--- src/rtl/pool_pkg.sv ---
// Shared definitions for the pool/ReLU frame scheduler: FSM encoding and
// the helpers that derive frame and pooled-frame sizes from the map side W.
package pool_pkg;

    typedef enum logic [1:0] {
        IDLE  = 2'd0,
        RUN   = 2'd1,
        DRAIN = 2'd2,
        DONE  = 2'd3
    } state_t;

    // Ceiling log2, used to size counters at elaboration time.
    function automatic int clog2(input int value);
        int r;
        r = 0;
        while ((1 << r) < value) r++;
        return r;
    endfunction

    // Input pixels in one W x W frame (FRAME_PIX).
    function automatic int frame_pix(input int w);
        return w * w;
    endfunction

    // Pooled outputs per channel for a 2x2 pool over a W x W frame (POOL_PIX).
    function automatic int pool_pix(input int w);
        return (w / 2) * (w / 2);
    endfunction

endpackage

--- src/rtl/pool_frame_cnt.sv ---
// Loadable, clearable, saturating up-counter with a terminal-count flag.
// Clear has priority over load, load over increment; the count holds at MAX.
module pool_frame_cnt #(
    parameter int WIDTH = 8,
    parameter int MAX   = 255
) (
    input  logic             iClk,
    input  logic             iRsn,
    input  logic             clr,
    input  logic             ld,
    input  logic [WIDTH-1:0] ld_val,
    input  logic             inc,
    output logic [WIDTH-1:0] cnt,
    output logic             tc
);

    assign tc = (cnt == WIDTH'(MAX));

    // Count register: clear, load or saturating increment.
    // NOTE: state is written with <= so every flop samples the pre-edge values.
    always_ff @(posedge iClk) begin
        if (!iRsn) begin
            cnt <= '0;
        end else if (clr) begin
            cnt <= '0;
        end else if (ld) begin
            cnt <= ld_val;
        end else if (inc && !tc) begin
            cnt <= cnt + 1'b1;
        end
    end

endmodule

--- src/rtl/pool_relu_sched.sv ---
// Frame scheduler for the 4-channel pool/ReLU stage. Gates one W x W frame
// into the wrapper with a 1-cycle registered pixel path, counts pooled
// outputs on the reference channel and reports completion or timeout.
module pool_relu_sched
    import pool_pkg::*;
#(
    parameter  int In_d_W = 32,
    parameter  int W      = 26,
    parameter  int TO_CYC = 64,
    localparam int CNT_W  = clog2(W * W + 1)
) (
    input  logic              iClk,
    input  logic              iRsn,
    input  logic              iStart,
    input  logic [3:0]        iChMask,
    input  logic              iInValid,
    output logic              oInReady,
    input  logic [In_d_W-1:0] iInData0,
    input  logic [In_d_W-1:0] iInData1,
    input  logic [In_d_W-1:0] iInData2,
    input  logic [In_d_W-1:0] iInData3,
    output logic [3:0]        oValid4,
    output logic [In_d_W-1:0] oData0,
    output logic [In_d_W-1:0] oData1,
    output logic [In_d_W-1:0] oData2,
    output logic [In_d_W-1:0] oData3,
    input  logic [3:0]        iPrValid4,
    output logic              oBusy,
    output logic              oDone,
    output logic              oErr,
    output logic [CNT_W-1:0]  oOutCnt
);

    localparam int FRAME_PIX = frame_pix(W);
    localparam int POOL_PIX  = pool_pix(W);
    localparam int TO_W      = clog2(TO_CYC + 1);

    state_t           state, state_nxt;
    logic             err_nxt;
    logic [3:0]       mask_q;
    logic [1:0]       ref_idx;
    logic [CNT_W-1:0] in_cnt;
    logic             in_tc, out_tc;
    logic [TO_W-1:0]  to_cnt;
    logic             start_ok, start_go, accept, ref_v;
    logic             in_last, out_hit, to_hit;

    // A start is honoured only in IDLE; an empty mask skips straight to DONE.
    assign start_ok = iStart && (state == IDLE);
    assign start_go = start_ok && (iChMask != 4'd0);

    // Ready follows RUN; it also drops once a full frame has been taken.
    assign oInReady = (state == RUN) && !in_tc;
    assign accept   = iInValid && oInReady;
    assign in_last  = accept && (in_cnt == CNT_W'(FRAME_PIX - 1));

    // Pooled outputs overlap streaming, so they count in RUN and DRAIN only.
    assign ref_v   = iPrValid4[ref_idx] && ((state == RUN) || (state == DRAIN));
    assign out_hit = out_tc || (ref_v && (oOutCnt == CNT_W'(POOL_PIX - 1)));
    assign to_hit  = !ref_v && (to_cnt == TO_W'(TO_CYC - 1));

    assign oBusy = (state != IDLE);
    assign oDone = (state == DONE);

    // Reference channel: lowest set bit of the latched mask.
    // NOTE: every always_comb output gets a default first, so no latch is inferred.
    always_comb begin
        ref_idx = 2'd0;
        for (int i = 3; i >= 0; i--) begin
            if (mask_q[i]) ref_idx = 2'(i);
        end
    end

    pool_frame_cnt #(.WIDTH(CNT_W), .MAX(FRAME_PIX)) u_in_cnt (
        .iClk   (iClk),
        .iRsn   (iRsn),
        .clr    (start_go),
        .ld     (1'b0),
        .ld_val ('0),
        .inc    (accept),
        .cnt    (in_cnt),
        .tc     (in_tc)
    );

    pool_frame_cnt #(.WIDTH(CNT_W), .MAX(POOL_PIX)) u_out_cnt (
        .iClk   (iClk),
        .iRsn   (iRsn),
        .clr    (start_go),
        .ld     (1'b0),
        .ld_val ('0),
        .inc    (ref_v),
        .cnt    (oOutCnt),
        .tc     (out_tc)
    );

    // Next state and completion status.
    always_comb begin
        state_nxt = state;
        err_nxt   = oErr;
        case (state)
            IDLE: begin
                if (start_ok) begin
                    if (iChMask != 4'd0) begin
                        state_nxt = RUN;
                        err_nxt   = 1'b0;
                    end else begin
                        state_nxt = DONE;
                        err_nxt   = 1'b1;
                    end
                end
            end
            RUN: begin
                if (in_last) state_nxt = DRAIN;
            end
            DRAIN: begin
                if (out_hit) begin
                    state_nxt = DONE;
                    err_nxt   = 1'b0;
                end else if (to_hit) begin
                    state_nxt = DONE;
                    err_nxt   = 1'b1;
                end
            end
            DONE:    state_nxt = IDLE;
            default: state_nxt = IDLE;
        endcase
    end

    // State and error flag registers.
    always_ff @(posedge iClk) begin
        if (!iRsn) begin
            state <= IDLE;
            oErr  <= 1'b0;
        end else begin
            state <= state_nxt;
            oErr  <= err_nxt;
        end
    end

    // Channel mask is captured on an accepted non-empty start.
    always_ff @(posedge iClk) begin
        if (!iRsn) begin
            mask_q <= 4'd0;
        end else if (start_go) begin
            mask_q <= iChMask;
        end
    end

    // Registered pixel path: one-cycle pulse of the mask, data held between beats.
    always_ff @(posedge iClk) begin
        if (!iRsn) begin
            oValid4 <= 4'd0;
            oData0  <= '0;
            oData1  <= '0;
            oData2  <= '0;
            oData3  <= '0;
        end else begin
            oValid4 <= accept ? mask_q : 4'd0;
            if (accept) begin
                oData0 <= iInData0;
                oData1 <= iInData1;
                oData2 <= iInData2;
                oData3 <= iInData3;
            end
        end
    end

    // Idle-cycle counter in DRAIN, restarted by every reference output.
    always_ff @(posedge iClk) begin
        if (!iRsn) begin
            to_cnt <= '0;
        end else if ((state != DRAIN) || ref_v) begin
            to_cnt <= '0;
        end else if (to_cnt != TO_W'(TO_CYC)) begin
            to_cnt <= to_cnt + 1'b1;
        end
    end

endmodule

--- config.mk ---
export PLATFORM = sky130hd
export DESIGN_NAME = pool_relu_sched
export DESIGN_NICKNAME = d
export VERILOG_FILES = /design/src/rtl/pool_pkg.sv /design/src/rtl/pool_frame_cnt.sv /design/src/rtl/pool_relu_sched.sv
export SDC_FILE = /design/constraint.sdc
export NUM_CORES = 1
export LEC_CHECK = 0
export ABC_AREA = 1
export CORE_UTILIZATION = 45
export DETAILED_ROUTE_END_ITERATION = 8
export GPL_TIMING_DRIVEN = 0
export PLACE_DENSITY = 0.85
export SETUP_SLACK_MARGIN = 0.4
export SLEW_MARGIN = 20
export SYNTH_ARGS = -nofsm -noshare
export SYNTH_HDL_FRONTEND = slang
export SYNTH_SLANG_ARGS = --single-unit
--- constraint.sdc ---
create_clock -name iClk -period 3.5 [get_ports iClk]
set_input_delay 0.7 -clock iClk [delete_from_list [all_inputs] [get_ports iClk]]
set_output_delay 0.7 -clock iClk [all_outputs]
set_load 0.05 [all_outputs]
# == Yosys cells after proc, flatten, opt, wreduce, memory -nomap -nowiden ==
# Index checks and enable logic that the tools add are counted.
# word_totals
wordCells,71
output_inout_bits,146
input_bits,140
register_bits,166
# op_classes
n_mux,17
add_sub_neg,3
n_bitwise,1
reduce_logical,25
order_cmp,1
n_eq_ne,13
# op_table
cell,count
$add A10 B1 Y10 const B,2
$eq A10 B10 Y1 const B,2
$eq A10 B8 Y1 const B,2
$mux W2,9
$logic_and A1 B1 Y1,10
$pmux W2 S4,1
$add A7 B1 Y7 const B,1
$eq A7 B6 Y1 const B,1
$ne A7 B7 Y1 const B,1
$ne A2 B2 Y1 const B,3
$reduce_and A3 Y1,2
$mux W1,5
$eq A2 B2 Y1 const B,2
$reduce_bool A2 Y1,2
$reduce_bool A4 Y1,1
$reduce_or A2 Y1,2
$logic_not A1 Y1,3
$logic_or A1 B1 Y1,3
$lt A2 B3 Y1 const B,1
$ne A3 B3 Y1 const B,1
$bmux W1 S2,1
$eq A2 B1 Y1 const B,1
$logic_not A2 Y1,1
$pmux W1 S2,1
2 further kinds,2

# == Logic depth before layout (Yosys ltp) ==
# depth
depth_word,12
ltp_mapped,13

# == Hierarchy ==
# Synthesis repeated with hierarchy kept, for this count alone.
# hier_totals
cells_unflattened,964
hier_area_um2,6959.2
# modules_own_cells
mod,instances,cells_each,area_per_inst_um2
pool_relu_sched,1,707,5450.2
pool_frame_cnt (u_out_cnt),1,124,759.5
pool_frame_cnt (u_in_cnt),1,133,749.5

# == Worst setup path before layout ==
# OpenSTA, ideal clock, no wires.
# synth_timing
path_kind,register -> register
from,register u_out_cnt.cnt[1]
to,register u_out_cnt.cnt[6]
t_arrival_ps,1798
setup_time_ps,70
n_path_buf,0
period_less_slack_ps,1868
setup_slack_ps,1632
stages_incl_launch_ff,9
path_cell_list,dfxtp_1 > inv_1 > ha_1 > nand4_1 > nand3_2 > inv_2 > nand2_1 > or2_1 > a21oi_1
# synth_via
elab_chain_cells,3
word_cells_on_any_way,4
cone_classes,add/sub (1); eq/ne (1); reduce/logical (2)
# synth_rtl
item,line_no,text
from (decl),pool_frame_cnt.sv:13,"output logic [WIDTH-1:0] cnt,"
from (signal assigned),pool_frame_cnt.sv:27,cnt <= ld_val;
from (signal assigned),pool_frame_cnt.sv:29,cnt <= cnt + 1'b1;
branches (longest 3 deep; another with $add A10 B1 Y10),-,
# Parallel ways; which one is timed is not known.
# A chain may end at the register's enable or synchronous reset.

# == Worst setup path in the final report ==
# layout_timing
from,register u_in_cnt.cnt[0]
to,output oInReady
# layout_via
elab_chain_cells,3
# layout_rtl
item,line_no,text
from (decl),pool_frame_cnt.sv:13,
from (signal assigned),pool_frame_cnt.sv:27,
from (signal assigned),pool_frame_cnt.sv:29,
$eq A10 B10 Y1,pool_frame_cnt.sv:17,assign tc = (cnt == WIDTH'(MAX));
$logic_not A1 Y1,pool_relu_sched.sv:53,assign oInReady = (state == RUN) && !in_tc;
$logic_and A1 B1 Y1,pool_relu_sched.sv:53,
to (decl),pool_relu_sched.sv:17,"output logic oInReady,"
# Every way passes these cells.

==> results.yml <==
run_status:
  status: "complete, no violations"
synth:
  synth_mux_area_share_pct: 0
  synth-xor-area-share_pct: 0.548
  yosysSeqAreaShare_pct: 51.9
  synth_area_per_cell_um2: 7.51
  syn_inst: 852
  synth_fa_ha_area_share_pct: 2.15
  yosysWarningCount: 0
  synth_cell_type_count: 31
  synth_top_family_by_area: "simple AND/OR/NAND/NOR gates"
  ys_ff_latch: 166
  synth-simple-area-share_pct: 24.9
  synth_compound_area_share_pct: 14.3
  syn-num-nets: 1003
  synth_area_mm2: 0.00640
critical_path:
  crit_slowest_cell: "clkdlybuf4s50_1"
  worstPathMaxFanout: 4
  worstSetupPathType: "flip-flop to output port"
  reg2reg_slack_ns: 1.47
  critPathLaunch: "u_in_cnt.cnt[0]$_SDFFE_PP0P_"
  rr_worst_depth: 10
  r2r_start: "u_in_cnt.cnt[0]$_SDFFE_PP0P_"
  crit_family: "buffers and inverters"
  crit_buf_inv: 3
  start_kind: "flip-flop"
  cp.required_ns: 2.80
  cpPeakStageDelay_ns: 0.82
  crit_end: "oInReady"
  crit_chain: "inv_1 > ha_1 > nand2_1 > nand3b_2 > nand2_1 > inv_1 > clkdlybuf4s50_1"
  cp_num_cells: 7
  r2r-end: "oData2[10]$_SDFFE_PN0P_"
  cp.arrival_ns: 2.24
  cp-end-kind: "output port"
pwr:
  power_switching_mw: 2.36
  p_comb_share_pct: 35.8
  leakage_nw: 3.62
  p_total_mw: 6.30
  cellPowerDensity_mw_per_mm2: 628
  ir_drop_mv: 0.484
  p_clk_share_pct: 28.5
  p_seq_share_pct: 35.8
  internal_power_mw: 3.94
  swShare_pct: 37.4
cts:
  clock_latency_ns: 0.42
  cts-root-buf: "clkbuf_16"
  cts_tree: "built"
  cts_setup_buffers: 0
  htree_levels: 4
  ctsHoldBuffers: 0
  cts_resized: 0
  clock_sinks: 166
  cts.path.max_buffers: 2
  numCtsBuffers: 17
  clk_pin_slew_ns: 0.06
floorplanning:
  coreArea_mm2: 0.0139
  num_rows: 43
  start_util_pct: 46.1
  die_area_mm2: 0.0147
  die_w_um: 121
  io-pin-count: 286
  die_h_um: 121
route:
  num_vias: 6639
  wl_met3_mm: 1.87
  met1_length_mm: 7.38
  wl_met2_mm: 10.1
  top_layer: "met4"
  drc_errors: 0
  first_pass_iters: 5
  drtAntennaViolNets: 0
  viasPerCell: 4.93
  drtIter0Drc: 278
  drt-total-wl_mm: 19.9
  wl_per_cell_um: 14.7
place:
  place.port_buffers: 284
  place_hpwl_mm: 14.8
  dp.cells: 1316
  gp_congestion: 0.891
finish:
  final_cell_mix: "nand2_1, clkdlybuf4s50_1, dfxtp_1, a21oi_1, inv_1"
  multi_input_area_mm2: 0.00268
  final_cells: 1348
  nFillCells: 1103
  seqCellArea_mm2: 0.00332
  final_common_cell: "nand2_1"
  n_antenna_cell: 0
  drive_gt1_share_pct: 5.22
  area_growth_pct: 56.8
  fin_nets: 1306
global_routing:
  grt_pass1_wl_mm: 30.2
  grt_usage_pct: 26.8
  grt_overflow: 0
  first_global_vias: 6211
  grt_max_degree: 17
  antenna_found_initial: 0
sta:
  fmax_ghz: 0.340
  skew_ns: 0.00978
  fin_tns_setup_ns: 0
  worstMarginPinSlew_ns: 0.706
  slew_headroom_pct: 52.9
  slew_violations: 0
  fin_crit_sh_pct: 83.9
  setup_viol: 0
  min_period_ns: 2.94
  rsz0062_at_grt: "no"
  hold_viol_final: 0
worst_hold_path:
  hold_class: "flip-flop to flip-flop"
flow_run:
  drv_cap: 0
[cell families (layout without fill, tap and decap cells)]
group           Yosys count  after routing
compound gates          181            181
xor+xnor                  4              4
fa+ha+maj                11             11
buf+inv                  92            408
flops                   166            166
simple gates            398            398
[worst min path at each step]
| stage | cells past startpoint | from | slack (ns) | endpoint |
|---|---|---|---|---|
| after floorplan | 2 | mask_q[3]$_SDFFE_PN0P_ | 0.44 | oValid4[3]$_SDFF_PN0_ |
| after detailed placement | 2 | oData2[25]$_SDFFE_PN0P_ | 0.45 | oData2[25]$_SDFFE_PN0P_ |
| after CTS | 2 | oData2[25]$_SDFFE_PN0P_ | 0.46 | oData2[25]$_SDFFE_PN0P_ |
| final | 2 | oData0[18]$_SDFFE_PN0P_ | 0.46 | oData0[18]$_SDFFE_PN0P_ |
| after global placement | 2 | oData0[13]$_SDFFE_PN0P_ | 0.45 | oData0[13]$_SDFFE_PN0P_ |
| after global routing | 2 | oData2[25]$_SDFFE_PN0P_ | 0.48 | oData2[25]$_SDFFE_PN0P_ |
[worst register-to-register path: cells and delay by family (launching register included)]
| kind | cells | cell delay (ns) |
|---|---|---|
| AOI/OAI and AO/OA | 1 | 0.14 |
| adders and majority gates | 1 | 0.20 |
| buffers and inverters | 4 | 0.76 |
| DFF | 1 | 0.36 |
| and+or+nand+nor | 4 | 0.51 |
[flip-flops by register name, indices dropped and copies added (netlist names)]
name and cells:
mask_q 4, oData0 32, oData1 32, oData2 32
oData3 32, oErr 1, oValid4 4, state 2
to_cnt 7, u_in_cnt.cnt 10, u_out_cnt.cnt 10
[power by group through the flow]
stage	Sequential (mW)	Clock (mW)	Combinational, mW
2_1_floorplan	2.98	0	0.740
3_3_place_gp	2.28	0	2.22
3_5_place_dp	2.29	0	2.24
4_1_cts	2.25	1.82	2.26
5_1_grt	2.28	1.89	2.41
6_report	2.25	1.79	2.26
[routing by layer]
metal / GRT usage, % / up-vias
li1: - / 3335
met1: 26.5 / 3048
met2: 48.7 / 223
met3: 11.7 / 33
met4: 10.4 / 0
met5: 0 / -
[stage by stage]
stage                     utilization (%)  area (um^2)  setup WS (ns)  hold slack (ns)
after floorplan                         -         6400           1.63            0.439
after global placement               68.2         9470          0.954            0.451
after detailed placement             68.2         9470          0.924            0.454
after CTS                            72.3        10000          0.534            0.463
after global routing                 72.3        10000          0.454            0.479
final                                72.3        10000          0.562            0.463
[cells in the mapped netlist (all sizes together)]
master | count | area (um^2)
nor4 | 4 | 25.0
a21oi | 160 | 801
nor3 | 12 | 60.1
buf | 25 | 143
xnor2 | 1 | 8.76
nand2 | 320 | 1200
xor2 | 3 | 26.3
clkbuf | 19 | 71.3
o21a | 2 | 15.0
o21ai | 18 | 90.1
nand3 | 16 | 97.6
nor2 | 34 | 130
inv | 48 | 180
ha | 11 | 138
dfxtp | 166 | 3320
a31oi | 1 | 6.26
and3 | 1 | 6.26
nand3b | 2 | 18.8
or2 | 3 | 18.8
nand4 | 6 | 37.5
[cell type report]
type                       instances  share of cell area, %
clock buffer                      26                   4.98
multi-input combinational        594                   26.7
clock inverter                     6                  0.661
timing repair buffer             284                   28.3
inverter                          48                   1.80
tap                              180                   2.25
sequential                       166                   33.1
buffer                            44                   2.13
Power figures use the tool's default switching activity.
